<file path="src/rtl/pps_time_counter_if.sv">
// pps_time_counter_if
//   Bundles the PPS strobe, the seconds-load request and every time/lock
//   status output of pps_time_counter.
//   master : drives pps_in / sec_load_*, observes the time and status outputs
//   slave  : the counter itself
//   Signals:
//     pps_in          single-cycle PPS strobe, synchronous to ptp_clk
//     sec_load_valid  one-cycle request to load the seconds count
//     sec_load_data   seconds value applied at the next second boundary
//     sec_out         seconds count
//     subsec_out      cycles since the last second boundary
//     tick_out        one-cycle pulse per second boundary
//     locked          counter is locked to PPS
//     holdover        PPS lost, counter free-running from its locked phase
//     pps_interval    last measured PPS-to-PPS interval in cycles
//     interval_valid  one-cycle pulse when pps_interval updates
interface pps_time_counter_if #(
  parameter int C_SEC_WIDTH = 32
);
  logic                   pps_in;
  logic                   sec_load_valid;
  logic [C_SEC_WIDTH-1:0] sec_load_data;
  logic [C_SEC_WIDTH-1:0] sec_out;
  logic [31:0]            subsec_out;
  logic                   tick_out;
  logic                   locked;
  logic                   holdover;
  logic [31:0]            pps_interval;
  logic                   interval_valid;

  modport master (
    output pps_in, sec_load_valid, sec_load_data,
    input  sec_out, subsec_out, tick_out, locked, holdover,
           pps_interval, interval_valid
  );

  modport slave (
    input  pps_in, sec_load_valid, sec_load_data,
    output sec_out, subsec_out, tick_out, locked, holdover,
           pps_interval, interval_valid
  );
endinterface

</file>
<file path="src/rtl/pps_time_counter.sv">
// pps_time_counter
//   Seconds / sub-seconds time counter disciplined by a PPS strobe. A four
//   state lock machine (UNLOCKED, LOCKING, LOCKED, HOLDOVER) decides on each
//   cycle whether the second boundary comes from the PPS or from the local
//   free-running count. All outputs are registered.
//   Ports:
//     ptp_clk   sole clock
//     ptp_rstn  asynchronous active-low reset
//     bus       pps_time_counter_if.slave (PPS in, seconds load, time/status out)
//   Parameters:
//     C_CLOCK_FREQUENCY  ptp_clk frequency in kHz (one second = value*1000 cycles)
//     C_TOLERANCE        accepted PPS interval deviation in cycles
//     C_LOCK_COUNT       consecutive in-window PPS needed to lock
//     C_SEC_WIDTH        seconds counter width
//   Build option:
//     PPS_TIME_COUNTER_INTERVAL_EN  when defined, the PPS-to-PPS interval
//     measurement is compiled in; otherwise pps_interval/interval_valid are 0.
module pps_time_counter #(
  parameter int C_CLOCK_FREQUENCY = 25000,
  parameter int C_TOLERANCE       = 2500,
  parameter int C_LOCK_COUNT      = 3,
  parameter int C_SEC_WIDTH       = 32
) (
  input  logic              ptp_clk,
  input  logic              ptp_rstn,
  pps_time_counter_if.slave bus
);

  localparam logic [31:0] N_CYC    = 32'(C_CLOCK_FREQUENCY * 1000);
  localparam logic [31:0] TOL      = 32'(C_TOLERANCE);
  localparam logic [31:0] LAST_CYC = N_CYC - 32'd1;
  localparam logic [31:0] WIN_LO   = LAST_CYC - TOL;
  localparam logic [31:0] WIN_HI   = LAST_CYC + TOL - 32'd1;
  localparam logic [31:0] TIMEOUT  = LAST_CYC + TOL;
  localparam logic [31:0] HO_LATE  = N_CYC - TOL;
  localparam int          CNT_W    = $clog2(C_LOCK_COUNT + 1);
  localparam logic [CNT_W-1:0] LOCK_TARGET = CNT_W'(C_LOCK_COUNT);

  typedef enum logic [1:0] {UNLOCKED, LOCKING, LOCKED, HOLDOVER} state_t;

  // What the time counter does on this edge.
  //   ACT_RUN      subsec += 1
  //   ACT_BOUNDARY second boundary: subsec 0, tick, seconds advance
  //   ACT_HOLDOVER PPS lost: tick and seconds advance, subsec restarts at the
  //                tolerance so the phase stays where the PPS was expected
  //   ACT_REPHASE  PPS arrived just after a free-run boundary in holdover:
  //                pull subsec back to 0 without a second tick
  typedef enum logic [1:0] {ACT_RUN, ACT_BOUNDARY, ACT_HOLDOVER, ACT_REPHASE} act_t;
  typedef enum logic [1:0] {CNT_KEEP, CNT_CLEAR, CNT_INC} cnt_op_t;

  state_t                 state_q, state_d;
  act_t                   act;
  cnt_op_t                cnt_op;
  logic [CNT_W-1:0]       lock_cnt_q;
  logic [31:0]            subsec_q, subsec_d;
  logic [C_SEC_WIDTH-1:0] sec_q, sec_d;
  logic                   tick_q, tick_d;
  logic                   locked_q, locked_d;
  logic                   holdover_q, holdover_d;
  logic                   pend_valid_q;
  logic [C_SEC_WIDTH-1:0] pend_data_q;
  logic                   in_window;

  assign in_window = (subsec_q >= WIN_LO) && (subsec_q <= WIN_HI);

  always_ff @(posedge ptp_clk or negedge ptp_rstn) begin
    if (!ptp_rstn) begin
      state_q <= UNLOCKED;
    end else begin
      state_q <= state_d;
    end
  end

  // PPS always takes priority over the local timeout/free-run checks, so a
  // PPS landing exactly on the timeout cycle is treated as out-of-window.
  always_comb begin
    state_d = state_q;
    act     = ACT_RUN;
    cnt_op  = CNT_KEEP;
    case (state_q)
      UNLOCKED: begin
        if (bus.pps_in) begin
          act     = ACT_BOUNDARY;
          state_d = LOCKING;
          cnt_op  = CNT_CLEAR;
        end else if (subsec_q == LAST_CYC) begin
          act = ACT_BOUNDARY;
        end
      end
      LOCKING: begin
        if (bus.pps_in) begin
          act = ACT_BOUNDARY;
          if (in_window) begin
            cnt_op = CNT_INC;
            if ((lock_cnt_q + 1'b1) == LOCK_TARGET) begin
              state_d = LOCKED;
            end
          end else begin
            cnt_op = CNT_CLEAR;
          end
        end else if (subsec_q == TIMEOUT) begin
          act     = ACT_BOUNDARY;
          state_d = UNLOCKED;
        end
      end
      LOCKED: begin
        if (bus.pps_in) begin
          act = ACT_BOUNDARY;
          if (!in_window) begin
            state_d = LOCKING;
            cnt_op  = CNT_CLEAR;
          end
        end else if (subsec_q == TIMEOUT) begin
          act     = ACT_HOLDOVER;
          state_d = HOLDOVER;
        end
      end
      HOLDOVER: begin
        if (bus.pps_in) begin
          if (subsec_q >= HO_LATE) begin
            act     = ACT_BOUNDARY;
            state_d = LOCKED;
          end else if (subsec_q < TOL) begin
            act     = ACT_REPHASE;
            state_d = LOCKED;
          end else begin
            act     = ACT_BOUNDARY;
            state_d = LOCKING;
            cnt_op  = CNT_CLEAR;
          end
        end else if (subsec_q == LAST_CYC) begin
          act = ACT_BOUNDARY;
        end
      end
      default: begin
        state_d = UNLOCKED;
      end
    endcase
  end

  // Next values of the registered outputs. Any tick consumes a pending
  // seconds load instead of incrementing.
  always_comb begin
    subsec_d   = subsec_q + 32'd1;
    sec_d      = sec_q;
    tick_d     = 1'b0;
    locked_d   = (state_d == LOCKED);
    holdover_d = (state_d == HOLDOVER);
    case (act)
      ACT_BOUNDARY: begin
        subsec_d = '0;
        tick_d   = 1'b1;
        sec_d    = pend_valid_q ? pend_data_q : sec_q + 1'b1;
      end
      ACT_HOLDOVER: begin
        subsec_d = TOL;
        tick_d   = 1'b1;
        sec_d    = pend_valid_q ? pend_data_q : sec_q + 1'b1;
      end
      ACT_REPHASE: begin
        subsec_d = '0;
      end
      default: begin
        subsec_d = subsec_q + 32'd1;
      end
    endcase
  end

  // A load request arriving on a tick edge is kept for the following tick,
  // because the tick itself consumed the previous pending value.
  always_ff @(posedge ptp_clk or negedge ptp_rstn) begin
    if (!ptp_rstn) begin
      subsec_q     <= '0;
      sec_q        <= '0;
      tick_q       <= 1'b0;
      locked_q     <= 1'b0;
      holdover_q   <= 1'b0;
      pend_valid_q <= 1'b0;
      pend_data_q  <= '0;
      lock_cnt_q   <= '0;
    end else begin
      subsec_q   <= subsec_d;
      sec_q      <= sec_d;
      tick_q     <= tick_d;
      locked_q   <= locked_d;
      holdover_q <= holdover_d;
      if (bus.sec_load_valid) begin
        pend_valid_q <= 1'b1;
        pend_data_q  <= bus.sec_load_data;
      end else if (tick_d) begin
        pend_valid_q <= 1'b0;
      end
      case (cnt_op)
        CNT_CLEAR: lock_cnt_q <= '0;
        CNT_INC:   lock_cnt_q <= lock_cnt_q + 1'b1;
        default:   lock_cnt_q <= lock_cnt_q;
      endcase
    end
  end

  assign bus.sec_out    = sec_q;
  assign bus.subsec_out = subsec_q;
  assign bus.tick_out   = tick_q;
  assign bus.locked     = locked_q;
  assign bus.holdover   = holdover_q;

`ifdef PPS_TIME_COUNTER_INTERVAL_EN
  logic [31:0] ivl_cnt_q;
  logic [31:0] ivl_q;
  logic        ivl_valid_q;
  logic        seen_pps_q;

  // ivl_cnt_q equals the number of edges since the last PPS when sampled on
  // the next PPS edge. The first PPS after reset only arms the measurement.
  always_ff @(posedge ptp_clk or negedge ptp_rstn) begin
    if (!ptp_rstn) begin
      ivl_cnt_q   <= '0;
      ivl_q       <= '0;
      ivl_valid_q <= 1'b0;
      seen_pps_q  <= 1'b0;
    end else if (bus.pps_in) begin
      ivl_cnt_q   <= 32'd1;
      ivl_valid_q <= seen_pps_q;
      seen_pps_q  <= 1'b1;
      if (seen_pps_q) begin
        ivl_q <= ivl_cnt_q;
      end
    end else begin
      ivl_valid_q <= 1'b0;
      if (ivl_cnt_q != '1) begin
        ivl_cnt_q <= ivl_cnt_q + 32'd1;
      end
    end
  end

  assign bus.pps_interval   = ivl_q;
  assign bus.interval_valid = ivl_valid_q;
`else
  assign bus.pps_interval   = '0;
  assign bus.interval_valid = 1'b0;
`endif

endmodule
</file>
<file path="src/flat_wrapper.sv">
// flat-port wrapper written by rule: the top's interface ports become plain ports
module pps_time_counter_flat 
#(
  parameter int C_CLOCK_FREQUENCY = 25000,
  parameter int C_TOLERANCE       = 2500,
  parameter int C_LOCK_COUNT      = 3,
  parameter int C_SEC_WIDTH       = 32
)
  (ptp_clk, ptp_rstn, bus_pps_in, bus_sec_load_valid, bus_sec_load_data, bus_sec_out, bus_subsec_out, bus_tick_out, bus_locked, bus_holdover, bus_pps_interval, bus_interval_valid);
  pps_time_counter_if #(.C_SEC_WIDTH(C_SEC_WIDTH)) bus_i ();
  input  logic ptp_clk;
  input  logic ptp_rstn;
  input wire logic [$bits(bus_i.pps_in)-1:0] bus_pps_in;
  input wire logic [$bits(bus_i.sec_load_valid)-1:0] bus_sec_load_valid;
  input wire logic [$bits(bus_i.sec_load_data)-1:0] bus_sec_load_data;
  output wire logic [$bits(bus_i.sec_out)-1:0] bus_sec_out;
  output wire logic [$bits(bus_i.subsec_out)-1:0] bus_subsec_out;
  output wire logic [$bits(bus_i.tick_out)-1:0] bus_tick_out;
  output wire logic [$bits(bus_i.locked)-1:0] bus_locked;
  output wire logic [$bits(bus_i.holdover)-1:0] bus_holdover;
  output wire logic [$bits(bus_i.pps_interval)-1:0] bus_pps_interval;
  output wire logic [$bits(bus_i.interval_valid)-1:0] bus_interval_valid;
  assign bus_i.pps_in = bus_pps_in;
  assign bus_i.sec_load_valid = bus_sec_load_valid;
  assign bus_i.sec_load_data = bus_sec_load_data;
  assign bus_sec_out = bus_i.sec_out;
  assign bus_subsec_out = bus_i.subsec_out;
  assign bus_tick_out = bus_i.tick_out;
  assign bus_locked = bus_i.locked;
  assign bus_holdover = bus_i.holdover;
  assign bus_pps_interval = bus_i.pps_interval;
  assign bus_interval_valid = bus_i.interval_valid;
  pps_time_counter #(.C_CLOCK_FREQUENCY(C_CLOCK_FREQUENCY), .C_TOLERANCE(C_TOLERANCE), .C_LOCK_COUNT(C_LOCK_COUNT), .C_SEC_WIDTH(C_SEC_WIDTH)) u_core (.ptp_clk(ptp_clk), .ptp_rstn(ptp_rstn), .bus(bus_i));
endmodule
</file>
<file path="config.mk">
export PLATFORM = sky130hd
export DESIGN_NAME = pps_time_counter_flat
export DESIGN_NICKNAME = d
export VERILOG_FILES = /design/src/rtl/pps_time_counter_if.sv /design/src/rtl/pps_time_counter.sv /design/src/flat_wrapper.sv
export SDC_FILE = /design/constraint.sdc
export NUM_CORES = 1
export LEC_CHECK = 0
export CAP_MARGIN = 20
export CORE_UTILIZATION = 55
export CTS_BUF_LIST = sky130_fd_sc_hd__clkbuf_16
export CTS_CLUSTER_DIAMETER = 150
export DETAILED_ROUTE_END_ITERATION = 16
export PLACE_DENSITY = 0.9
export SLEW_MARGIN = 25
export SYNTH_ARGS = -nofsm -noshare
export SYNTH_HDL_FRONTEND = slang
export SYNTH_SLANG_ARGS = --single-unit
</file>
<file path="constraint.sdc">
create_clock -name ptp_clk -period 7.1 [get_ports ptp_clk]
set_input_delay 0.71 -clock ptp_clk [delete_from_list [all_inputs] [get_ports ptp_clk]]
set_output_delay 0.71 -clock ptp_clk [all_outputs]
set_load 0.1 [all_outputs]
</file>
# After elaboration in Yosys (flattened, before gate mapping)
# Cells that the tools add are included.
[totals]
reg_bits = 104
latchBits = 0
ram_bits = 0
rom_bits = 0
inputBits = 36
out_inout_bits = 100
elab_cells = 72
memories = 0
[op_classes]
add_sub_neg = 3
multipliers = 0
n_div = 0
magnitude_cmp = 4
n_eq_ne = 13
shift = 0
muxes = 37
bitwise_logic = 0
reduce_logical = 6
[op_table]
columns = ["operator", "n"]
rows = [
  ["32-bit by 1-bit adder with 32-bit output, second input constant", 2],
  ["32-bit by 25-bit equality test with 1-bit output, second input constant", 2],
  ["32-bit by 25-bit >= comparator with 1-bit output, second input constant", 2],
  ["32-bit case mux with 2 select lines", 1],
  ["2-bit 2-to-1 mux", 23],
  ["32-bit by 25-bit less-or-equal comparator with 1-bit output, second input constant", 1],
  ["32-bit by 12-bit < comparator with 1-bit output, second input constant", 1],
  ["32-bit 2-to-1 mux", 1],
  ["2-bit case mux with 4 select lines", 3],
  ["2-bit equality test, second input constant", 8],
  ["1-bit 2-to-1 mux", 8],
  ["2-bit by 1-bit equality test with 1-bit output, second input constant", 3],
  ["2-bit case mux with 2 select lines", 1],
  ["2-bit nonzero test", 2],
  ["2-bit OR reduction", 2],
  ["2-bit by 1-bit adder with 2-bit output, second input constant", 1],
  ["2-bit logical NOT", 1],
  ["1-bit logical AND", 1],
]

# Depth between registers and ports, before layout
# Gate-level depths: netlist (run 1).
[depth]
ltp_word = 10
mapped_depth = 13
ltp_nobuf = 12

# Worst setup path after synthesis (run 1)
# No wires, ideal clock.
[synth_path]
path_kind = "register to register"
start = "reg u_core.subsec_q[2] (netlist: u_core.bus.subsec_out[2])"
end = "reg u_core.sec_q[3] (netlist: u_core.bus.sec_out[3])"
setup_ps = 79
t_arrival_ps = 3523
required_ps = 7021
setup_slack_ps = 3498
path_stages_with_launch = 13
n_path_buf = 3
synth_period_minus_slack_ps = 3602
path_cell_list = "dfrtp_1 > buf_6 > nor4_2 > nand2_1 > or4_1 > nor4b_1 > a31oi_1 > nand2b_1 > ha_1 > clkbuf_1 > clkbuf_1 > a21oi_1 > a21oi_1"
[synth_between]
elab_chain_cells = 7
elab_cells_between_ends = 17
cone_classes = "order compare (2); eq/ne (4); mux (10); reduce/logical (1)"
[synth_rtl]
columns = ["item", "line_no", "text"]
rows = [
  ["start: declaration", "pps_time_counter.sv:55", "logic [31:0] subsec_q, subsec_d;"],
  ["start signal: assignment", "pps_time_counter.sv:182", "subsec_q <= subsec_d;"],
  ["32-bit by 12-bit < comparator with 1-bit output", "pps_time_counter.sv:123", "end else if (subsec_q < TOL) begin"],
  ["2-bit 2-to-1 mux", "pps_time_counter.sv:123", ""],
  ["2-bit 2-to-1 mux", "pps_time_counter.sv:120", "if (subsec_q >= HO_LATE) begin"],
  ["2-bit 2-to-1 mux", "pps_time_counter.sv:119", "if (bus.pps_in) begin"],
  ["2-bit case mux with 4 select lines *", "pps_time_counter.sv:80", "case (state_q)"],
  ["2-bit by 1-bit equality test with 1-bit output / 2-bit equality test (equally long branches)", "pps_time_counter.sv:149", "case (act)"],
  ["2-bit OR reduction (no source line) *", "n/a", ""],
  ["end signal: assignment", "pps_time_counter.sv:174", "sec_q <= '0;"],
  ["end signal: assignment", "pps_time_counter.sv:183", "sec_q <= sec_d;"],
  ["end: declaration", "pps_time_counter.sv:56", "logic [C_SEC_WIDTH-1:0] sec_q, sec_d;"],
]
# Every way passes the cells marked *; elsewhere a longest branch is shown, timed or not.
# A chain may end at the register's enable or synchronous reset.

# Final worst setup path (run 1)
[layout_path]
start = "reg u_core.subsec_q[4] (netlist: u_core.bus.subsec_out[4])"
end = "reg u_core.sec_q[14] (netlist: u_core.bus.sec_out[14])"
# The elaborated chain is that of the path after synthesis.

==> run metrics, run 1 <==
Worst-path clk slew approximately 0.070 ns; worst vdd ir roughly 0.43 mV; Synth Warn # 0; Post-CTS Hold Fix Bufs 0; critical path's slowest cell or4_1; Post-synth EDFFs 0; initial antenna violation count 0; post-synthesis async set-or-reset flop share between 90% and 100%; count leader, synth dfrtp_1; RR Endpoint u_core.bus.sec_out[14]; Adder-Cell Fraction of Synth Area between 1 and 1.5%; Critical Path Most Common Cell o21ai_0; Tot Pwr between 2 and 3 mW; Yosys reg bits 104; status complete, no violations; synth top area cells dfrtp_1, mux2_2, a21oi_1; die span in x around 110 microns; CTS tree done; largest family of logic cells by synthesized area simple AND/OR/NAND/NOR gates; Core Area between 10000 and 15000 sq um; Fin Setup TNS 0 ns; Initial Util about 57%; Initial DRC Count a little under 400; Final min period roughly 4.0 ns; RR Startpoint u_core.bus.subsec_out[4]; top cell family by delay on the critical path simple AND/OR/NAND/NOR gates; H-tree depth 3; setup repair after global routing missed its margin false; Vias 5036; switching part of the total 50.9%; Rel. slew slack around a third; CP Launch Type register; die area ~11000 sq um; root buffer selected by CTS clkbuf_16; register area share after synthesis roughly 45%; Setup CP Type register to register; area of the multi-input gates between 2000 and 3000 sq um; met3 usage 3.99%; worst-margin pin slew around 1 ns; FF-to-FF path depth 11; leakage power roughly 3 nW; Ports ~140; GR met2 Demand/Resource between 40% and 50%; worst path bufs/invs 2; Post-Syn Area per Cell between 9 and 10 sq um; drt drc 0; largest net degree at the start of global routing 67; worst skew pair latency roughly 0.35 ns; Filler cells between 700 and 800; Clock Path Buffers 2; worst-path fanout max 49; XOR/XNOR Fraction of Synth Area roughly 3.7%; GRT Resource Usage Total a little over a quarter; sequential cell area between 2000 and 3000 sq um; DR pass1 iterations 5; Comb pwr share 48.0%; register share of total power between 30% and 40%; CTS buffer count 9; Arrival @ worst endpoint ~4.2 ns; Routed Wire Length about 14 mm; Post-Synthesis Cells between 600 and 700; switching power around 1.5 mW; highest cell delay on the worst timing path approximately 0.60 ns; Power Internal 1.41 mW; gr busiest metal met2; via/cell ratio approximately 6; met1 usage between 30% and 40%; DIE HEIGHT ~110 microns; compound-cell area share of the yosys netlist approximately 14%; post-DP HPWL about 9.8 mm; post-route insts no fill ~850; mean routed wirelength per cell approximately 17 microns; CP required 7.30 ns; Final Hold Fails 0; R2R Setup Slk between 3 and 4 ns; placed insts between 800 and 900; fraction of layout cells with a size suffix above 1 under 10%; total of max-cap violations 0; Max Fclk 250 MHz; worst hold-check path type input port to asynchronous set/reset pin; Worst Setup End Kind register; Final period util around 56%; Synth Flop Type dfrtp_1; most common library cells after synthesis dfrtp_1, a21oi_1, nand2_1, o21ai_0; PostCTS Resize Cnt 0; antenna cells 0; vias in the first global route 4844; Yosys cell types between 60 and 70; clock share of power 21.3%; fin. max-slew vios 0; remaining antenna violation count 0; top cell type's share of synthesized area 44.5%; worst clock skew 0.00877 ns; multiplexer area fraction after synthesis ~6.9%; pwr dens between 400 and 500 nW/um^2; area delta synth->final 22.7%; I/O Buffers between 100 and 150; post-synthesis simple-gate area fraction a little over a fifth; synthesized cell area roughly 5800 sq um; GRT overflow 0; Final #Nets about 750; Routability Congestion 0.926; crit-path cells nor4_2, nand2_1, or4_1, nor4b_1, a31oi_1, nand2b_1, ha_1, buf_4, clkinv_1, o21ai_0, o21ai_0; Rows 37; first-pass GRT wire length approximately 23 mm; Setup Buffers After CTS 0; endpoints failing setup 0; CTS sink count around 100; post-synth top area cell dfrtp_1; final hold slack approximately 0.33 ns
==> cell usage in the layout, fill, tap and decap left out, types with 2 or more instances in the layout <==
cell type	synthesis	final
a211oi_1	6	6
a21boi_0	5	5
a21o_1	3	3
a21oi_1	50	50
a31oi_1	5	5
and2_1	19	19
and3_1	15	15
buf_4	33	5
bufinv_16	0	4
clkbuf_16	0	9
clkdlybuf4s50_1	0	101
conb_1	1	33
dfrtp_1	104	104
ha_1	7	7
inv_1	15	15
inv_6	0	3
mux2_2	32	32
mux2i_1	4	4
nand2_1	48	48
nand2b_1	5	5
nand3_1	33	33
nand4_1	11	11
nor2_1	33	33
nor2b_1	4	4
nor3_1	15	15
nor4_1	12	12
nor4_4	3	3
nor4b_1	4	4
o211ai_1	2	2
o21a_1	3	3
o21ai_0	45	45
o22ai_1	8	8
o31ai_1	4	4
or3_1	6	6
or3_4	3	3
or4_1	2	2
xnor2_1	16	16
xor2_1	9	9
==> per-layer routing <==
metal	share of wire, %	vias up
met5	0	-
met4	2.8	0
met3	6.1	37
met2	51	234
met1	41	2437
li1	-	2328
==> metrics by stage <==
stage | setup WS [ns] | area (sq um) | util (%)
2_1_floorplan | 3.50 | 5960 | -
3_3_place_gp | 3.39 | 6800 | 65.9
3_5_place_dp | 3.22 | 6800 | 65.9
4_1_cts | 3.19 | 7170 | 69.5
5_1_grt | 2.77 | 7170 | 69.5
6_report | 3.10 | 7170 | 69.5
==> worst reg2reg max path, cell delays in order (launching register included) <==
cell	delay, ns
dfrtp_1	0.45
nor4_2	0.43
nand2_1	0.13
or4_1	0.60
nor4b_1	0.33
a31oi_1	0.06
nand2b_1	0.18
ha_1	0.29
buf_4	0.39
clkinv_1	0.56
o21ai_0	0.32
o21ai_0	0.13
==> power groups by stage <==
| stage | Combinational [mW] | Sequential (mW) | Clock (mW) |
|---|---|---|---|
| 3_3_place_gp | 1.35 | 0.874 | 0 |
| 3_5_place_dp | 1.37 | 0.884 | 0 |
| 4_1_cts | 1.38 | 0.877 | 0.620 |
| 6_report | 1.38 | 0.884 | 0.613 |
| 5_1_grt | 1.43 | 0.902 | 0.642 |
| 2_1_floorplan | 0.400 | 1.54 | 0 |
==> flip-flops by register name, summed over array words and instances, names as in the netlist <==
register / flops
u_core.bus.subsec_out: 32
u_core.pend_valid_q: 1
u_core.bus.sec_out: 32
u_core.pend_data_q: 32
u_core.bus.holdover: 1
u_core.state_q: 2
u_core.bus.locked: 1
u_core.bus.tick_out: 1
u_core.lock_cnt_q: 2
==> worst max path at each step <==
stage,start,end,slack [ns],depth (start not counted)
after global placement,u_core.bus.subsec_out[4],u_core.bus.sec_out[31],3.39,12
final,u_core.bus.subsec_out[4],u_core.bus.sec_out[14],3.10,11
after CTS,u_core.bus.subsec_out[4],u_core.bus.sec_out[14],3.19,11
after detailed placement,u_core.bus.subsec_out[4],u_core.bus.sec_out[4],3.22,11
after global routing,u_core.bus.subsec_out[29],u_core.bus.sec_out[31],2.77,12
after floorplan,u_core.bus.subsec_out[2],u_core.bus.sec_out[3],3.50,12
==> kinds of logic (layout without fill, tap and decap cells) <==
| kind of cell | after synthesis | after routing |
|---|---|---|
| AND/OR/NAND/NOR | 224 | 224 |
| AO/OA/AOI/OAI | 143 | 143 |
| flip-flops | 104 | 104 |
| buffers and inverters | 83 | 139 |
| multiplexers | 36 | 36 |
| XOR/XNOR | 25 | 25 |
| adder cells (fa/ha/maj) | 7 | 7 |
| other | 1 | 33 |
==> area by class of cell <==
| type | count | share of cell area (%) |
|---|---|---|
| Sequential cell | 104 | 36.3 |
| Clock buffer | 9 | 3.14 |
| Clock inverter | 7 | 2.04 |
| Tap cell | 136 | 2.37 |
| Timing Repair Buffer | 106 | 14.6 |
| Multi-Input combinational cell | 468 | 40.6 |
| Inverter | 17 | 0.890 |
No activity file was read; power rests on OpenSTA's default activity.
==> run 2: changes to the inputs <==
CORE_UTILIZATION = 51   (was 55)
PLACE_DENSITY = 0.84   (was 0.9)
clock period = 4.1 ns   (was 7.1 ns; I/O delays follow)
==> run 2 against run 1 <==
Power increased by 69%. Cell area is 0.61% lower. Final cell count increased by 0.47%. Via count increased by 0.42%. Non-clock buffer count unchanged. Routed wire length is 1.8% higher. Hold slack worse by 0.25 ns. Die area up 7.7%. Combinational power increased by 73%. Critical path depth decreased by 2. Utilization fell by 4.6 points. Clock skew is essentially flat.
==> run metrics, run 2 (synthesized netlist as in run 1, its figures left out) <==
worst skew pair latency 0.35 ns (about the same); first-pass GRT wire length 23.2 mm (was 23.4 mm); RR Startpoint u_core.bus.subsec_out[2] (was u_core.bus.subsec_out[4]); FF-to-FF path depth 9 (was 11); Max Fclk 285 MHz (was 250 MHz); PostCTS Resize Cnt 0 (unchanged); Ports 136 (unchanged); leakage power 2.90 nW (was 2.92 nW); CP Launch Type register (unchanged); GRT Resource Usage Total 25.2% (was 26.6%); RR Endpoint u_core.bus.subsec_out[11] (was u_core.bus.sec_out[14]); mean routed wirelength per cell 16.9 microns (was 16.7 microns); worst vdd ir 0.632 mV (was 0.431 mV); commonest non-fill, non-tap cell in the layout dfrtp_1 (unchanged); CTS tree done (unchanged); Routability Congestion 0.932 (was 0.926); die area 11900 sq um (was 11000 sq um); Rows 38 (was 37); Routed Wire Length 14.4 mm (was 14.2 mm); Tot Pwr 4.85 mW (was 2.88 mW); fraction of layout cells with a size suffix above 1 9.56% (was 9.85%); worst hold-check path type input port to asynchronous set/reset pin (unchanged); setup ws final 0.596 ns (was 3.10 ns); Arrival @ worst endpoint 3.69 ns (was 4.21 ns); drt drc 0 (unchanged); DIE HEIGHT 109 microns (was 105 microns); Setup CP Type register to register (unchanged); Worst-path clk slew 0.07 ns (about the same); pwr dens 681 nW/um^2 (was 401 nW/um^2); vias in the first global route 4789 (was 4844); Final min period 3.50 ns (was 4.00 ns); antenna cells 0 (unchanged); total of max-cap violations 0 (unchanged); worst slack, placed 0.720 ns (was 3.22 ns); CP required 4.28 ns (was 7.30 ns); worst-margin pin slew 1.03 ns (was 1.02 ns); Vias 5057 (was 5036); Final #Nets 749 (unchanged); worst clock skew 0.00874 ns (was 0.00877 ns); Core Area 11000 sq um (was 10300 sq um); via/cell ratio 5.94 (was 5.95); root buffer selected by CTS clkbuf_16 (unchanged); Fin Setup TNS 0 ns (unchanged); placed insts 835 (was 831); Final Hold Fails 0 (unchanged); setup repair after global routing missed its margin false (unchanged); post-DP HPWL 9.89 mm (was 9.79 mm); fin. max-slew vios 0 (unchanged); CTS buffer count 9 (unchanged); largest net degree at the start of global routing 82 (was 67); I/O Buffers 102 (unchanged); GRT overflow 0 (unchanged); remaining antenna violation count 0 (unchanged); initial antenna violation count 0 (unchanged); endpoints failing setup 0 (unchanged); Setup Buffers After CTS 0 (unchanged); Clock Path Buffers 2 (unchanged); Initial Util 53.2% (was 56.6%); Post-CTS Hold Fix Bufs 0 (unchanged); Final period util 85.5% (was 56.4%); CTS sink count 104 (unchanged); die span in x 109 microns (was 105 microns); area delta synth->final 22.0% (was 22.7%); Initial DRC Count 439 (was 386); Worst Setup End Kind register (unchanged); post-route insts no fill 851 (was 847); Rel. slew slack 31.4% (was 31.5%); status complete, no violations (unchanged); DR pass1 iterations 7 (was 5); worst-path fanout max 33 (was 49); H-tree depth 3 (unchanged); commonest non-fill, non-tap cells in the layout dfrtp_1, clkdlybuf4s50_1, a21oi_1 (unchanged); R2R Setup Slk 0.60 ns (was 3.10 ns)
==> run 2: changes by cell type in the layout (fill, tap and decap cells not counted), sizes merged <==
cell | before | now
bufinv | 4 | 2
inv | 19 | 18
clkinv | 1 | 4
==> run 2: per-stage QoR <==
step	utilization (%)	hold WS (ns)	instance area, sq um
after floorplan	-	0.114	5960
after global routing	64.9	0.146	7130
after global placement	62.0	0.470	6800
after detailed placement	62.0	0.485	6800
after CTS	64.9	0.283	7120
final	64.9	0.0808	7130
==> run 2: where the power goes <==
| group | switching [mW] | internal, mW | total (mW) |
|---|---|---|---|
| clock network | 0.399 | 0.537 | 0.936 |
| logic | 1.85 | 0.544 | 2.39 |
| registers | 0.292 | 1.23 | 1.53 |
| total | 2.54 | 2.31 | 4.85 |
==> run 2: layer usage <==
metal	wire length [microns]	part of all wire [%]	track usage, %
met3	881	6.1	4.12
met5	0	0	0
met4	370	2.6	10.3
met2	7140	50	42.9
met1	6020	42	31.7
==> run 2: area by class of cell <==
class / count / area, sq um
clock buffers: 9 / 225
clock inverters: 7 / 93.8
fillers: 875 / 3860
inverters: 17 / 63.8
multi-input cells: 468 / 2910
flip-flops and latches: 104 / 2600
well taps: 140 / 175
repair buffers: 106 / 1050
==> run 2: worst max path at each step <==
stage,start,endpoint,slack (ns),depth (start not counted)
final,u_core.bus.subsec_out[2],u_core.bus.subsec_out[11],0.60,9
after global routing,u_core.bus.subsec_out[4],u_core.bus.sec_out[4],0.39,10
after CTS,u_core.bus.subsec_out[4],u_core.bus.subsec_out[11],0.69,9
after detailed placement,u_core.bus.subsec_out[4],u_core.bus.subsec_out[11],0.72,9
after global placement,u_core.bus.subsec_out[4],u_core.bus.subsec_out[7],0.84,9
after floorplan,u_core.bus.subsec_out[2],u_core.bus.sec_out[3],0.50,12
==> run 2: worst max-delay path, cell delays in order, from the launching register on <==
cell and delay, ns:
dfrtp_1 0.49, nor4_2 0.41, nand2_1 0.15, or4_1 0.60, nor4b_1 0.30, a31oi_1 0.06
nand2b_1 0.19, ha_1 0.55, nor2_1 0.49, a21oi_1 0.11
==> run 3: changes to the inputs <==
CORE_MARGIN = 1   (was default)
CORE_UTILIZATION = 55   (was 51)
PLACE_DENSITY = 0.9   (was 0.84)
clock period = 4.16 ns   (was 4.1 ns; I/O delays follow)
==> run 3 against run 2 <==
Combinational power hardly changed. Clock power is 9.0% lower. Final cell count is 0.35% lower. Count of clock-buffer cells in the layout stayed put. Routed wire length is 2.3% lower. Clock skew hardly changed. Critical path depth is 2 higher. Hold slack better by 0.12 ns. Via count is 0.38% lower. Critical endpoint is now u_core.bus.sec_out[31].
==> run metrics, run 3 (synthesized netlist as in run 1, its figures left out) <==
met1 usage 32.9% (was 31.7%); CTS buffer count 9 (unchanged); post-DP HPWL 10.0 mm (was 9.89 mm); antenna cells 0 (unchanged); Max Fclk 265 MHz (was 285 MHz); worst slack, placed 0.381 ns (was 0.720 ns); Worst Setup End Kind register (unchanged); setup ws final 0.385 ns (was 0.596 ns); critical path's slowest cell ha_1 (was or4_1); highest cell delay on the worst timing path 0.66 ns (was 0.60 ns); leakage power 2.89 nW (was 2.90 nW); fin. max-slew vios 0 (unchanged); Final period util 90.7% (was 85.5%); Core Area 10300 sq um (was 11000 sq um); Final min period 3.77 ns (was 3.50 ns); total of max-cap violations 0 (unchanged); worst hold-check path type input port to asynchronous set/reset pin (unchanged); Worst-path clk slew 0.07 ns (about the same); Initial DRC Count 409 (was 439); crit-path cells nor4_2, nand2_1, or4_1, nor4b_1, a31oi_1, nand2b_1, ha_1, clkinvlp_4, nor2_1, mux2i_1, o21ai_0 (was nor4_2, nand2_1, or4_1, nor4b_1, a31oi_1, nand2b_1, ha_1, nor2_1, a21oi_1); Initial Util 56.6% (was 53.2%); status complete, no violations (unchanged); I/O Buffers 102 (unchanged); via/cell ratio 5.94 (about the same); Ports 136 (unchanged); CP required 4.43 ns (was 4.28 ns); setup repair after global routing missed its margin false (unchanged); commonest non-fill, non-tap cells in the layout dfrtp_1, clkdlybuf4s50_1, a21oi_1 (unchanged); Arrival @ worst endpoint 4.04 ns (was 3.69 ns); sequential cell area 2600 sq um (unchanged); worst skew pair latency 0.35 ns (about the same); H-tree depth 3 (unchanged); worst vdd ir 0.788 mV (was 0.632 mV); mean routed wirelength per cell 16.6 microns (was 16.9 microns); die span in x 105 microns (was 109 microns); worst-path fanout max 19 (was 33); remaining antenna violation count 0 (unchanged); gr busiest metal met2 (unchanged); commonest non-fill, non-tap cell in the layout dfrtp_1 (unchanged); area delta synth->final 21.7% (was 22.0%); Final #Nets 750 (was 749); met3 usage 4.24% (was 4.12%); largest net degree at the start of global routing 74 (was 82); Routability Congestion 0.942 (was 0.932); Rows 37 (was 38); placed insts 832 (was 835); die area 11000 sq um (was 11900 sq um); CTS tree done (unchanged); CTS sink count 104 (unchanged); worst-margin pin slew 1.02 ns (was 1.03 ns); Routed Wire Length 14.1 mm (was 14.4 mm); worst path bufs/invs 1 (was 0); Filler cells 756 (was 875); pwr dens 664 nW/um^2 (was 681 nW/um^2); fraction of layout cells with a size suffix above 1 9.83% (was 9.56%); GR met2 Demand/Resource 45.6% (was 42.9%); Clock Path Buffers 2 (unchanged); vias in the first global route 4791 (was 4789); Rel. slew slack 31.5% (was 31.4%); area of the multi-input gates 2910 sq um (unchanged); Fin Setup TNS 0 ns (unchanged); GRT Resource Usage Total 26.1% (was 25.2%); Setup CP Type register to register (unchanged); endpoints failing setup 0 (unchanged); CP Launch Type register (unchanged); initial antenna violation count 0 (unchanged); DIE HEIGHT 105 microns (was 109 microns); top cell family by delay on the critical path simple AND/OR/NAND/NOR gates (unchanged); Final Hold Fails 0 (unchanged); post-route insts no fill 848 (was 851); Vias 5038 (was 5057); GRT overflow 0 (unchanged); drt drc 0 (unchanged); root buffer selected by CTS clkbuf_16 (unchanged); DR pass1 iterations 5 (was 7); Setup Buffers After CTS 0 (unchanged); worst clock skew 0.00853 ns (was 0.00874 ns); Post-CTS Hold Fix Bufs 0 (unchanged); first-pass GRT wire length 22.9 mm (was 23.2 mm)
## run 3: worst register-to-register path, stage by stage (launching register included)
cell,delay (ns)
dfrtp_1,0.46
nor4_2,0.41
nand2_1,0.14
or4_1,0.59
nor4b_1,0.32
a31oi_1,0.07
nand2b_1,0.18
ha_1,0.66
clkinvlp_4,0.46
nor2_1,0.19
mux2i_1,0.08
o21ai_0,0.14
## run 3: final timing paths
check	startpoint	to	cells past startpoint	slack (ns)
max in group asynchronous	ptp_rstn	u_core.bus.sec_out[26]	2	3.02
hold reg to reg	u_core.pend_data_q[31]	u_core.pend_data_q[31]	1	0.51
setup reg to reg	u_core.bus.subsec_out[4]	u_core.bus.sec_out[31]	11	0.39
setup / recovery	u_core.bus.subsec_out[4]	u_core.bus.sec_out[31]	11	0.39
min in group ptp_clk	u_core.pend_data_q[31]	u_core.pend_data_q[31]	1	0.51
hold / removal	ptp_rstn	u_core.bus.subsec_out[21]	1	0.20
## run 3: layout make-up
type / instances / share of cell area (%)
inverter: 17 / 0.951
timing repair buffer: 107 / 14.9
tap: 136 / 2.39
sequential: 104 / 36.6
clock buffer: 9 / 3.17
clock inverter: 7 / 1.00
multi-input combinational: 468 / 41.0
## run 3: layer usage
layer / up-vias / wire, microns
met5: - / 0
met4: 0 / 295
met3: 26 / 881
met2: 220 / 7250
met1: 2462 / 5660
li1: 2330 / -
## run 3: power by group
group	internal, mW	total [mW]	switching, mW
Clock	0.468	0.852	0.384
Sequential	1.22	1.50	0.285
Combinational	0.540	2.37	1.82
## run 3: stage by stage
step           hold WS [ns]  area (sq um)  util [%]  power [mW]
2_1_floorplan         0.120          5960         -        3.31
3_3_place_gp          0.468          6810      65.9        3.80
3_5_place_dp          0.494          6810      65.9        3.86
4_1_cts               0.232          7100      68.8        4.71
5_1_grt               0.271          7110      68.8        4.89
6_report              0.199          7110      68.8        4.72
## run 3: repair_timing
action                                 in CTS  in global routing
gates resized for setup                     0                  1
endpoints found under the hold margin       0                  0
setup endpoints to repair                   0                  4
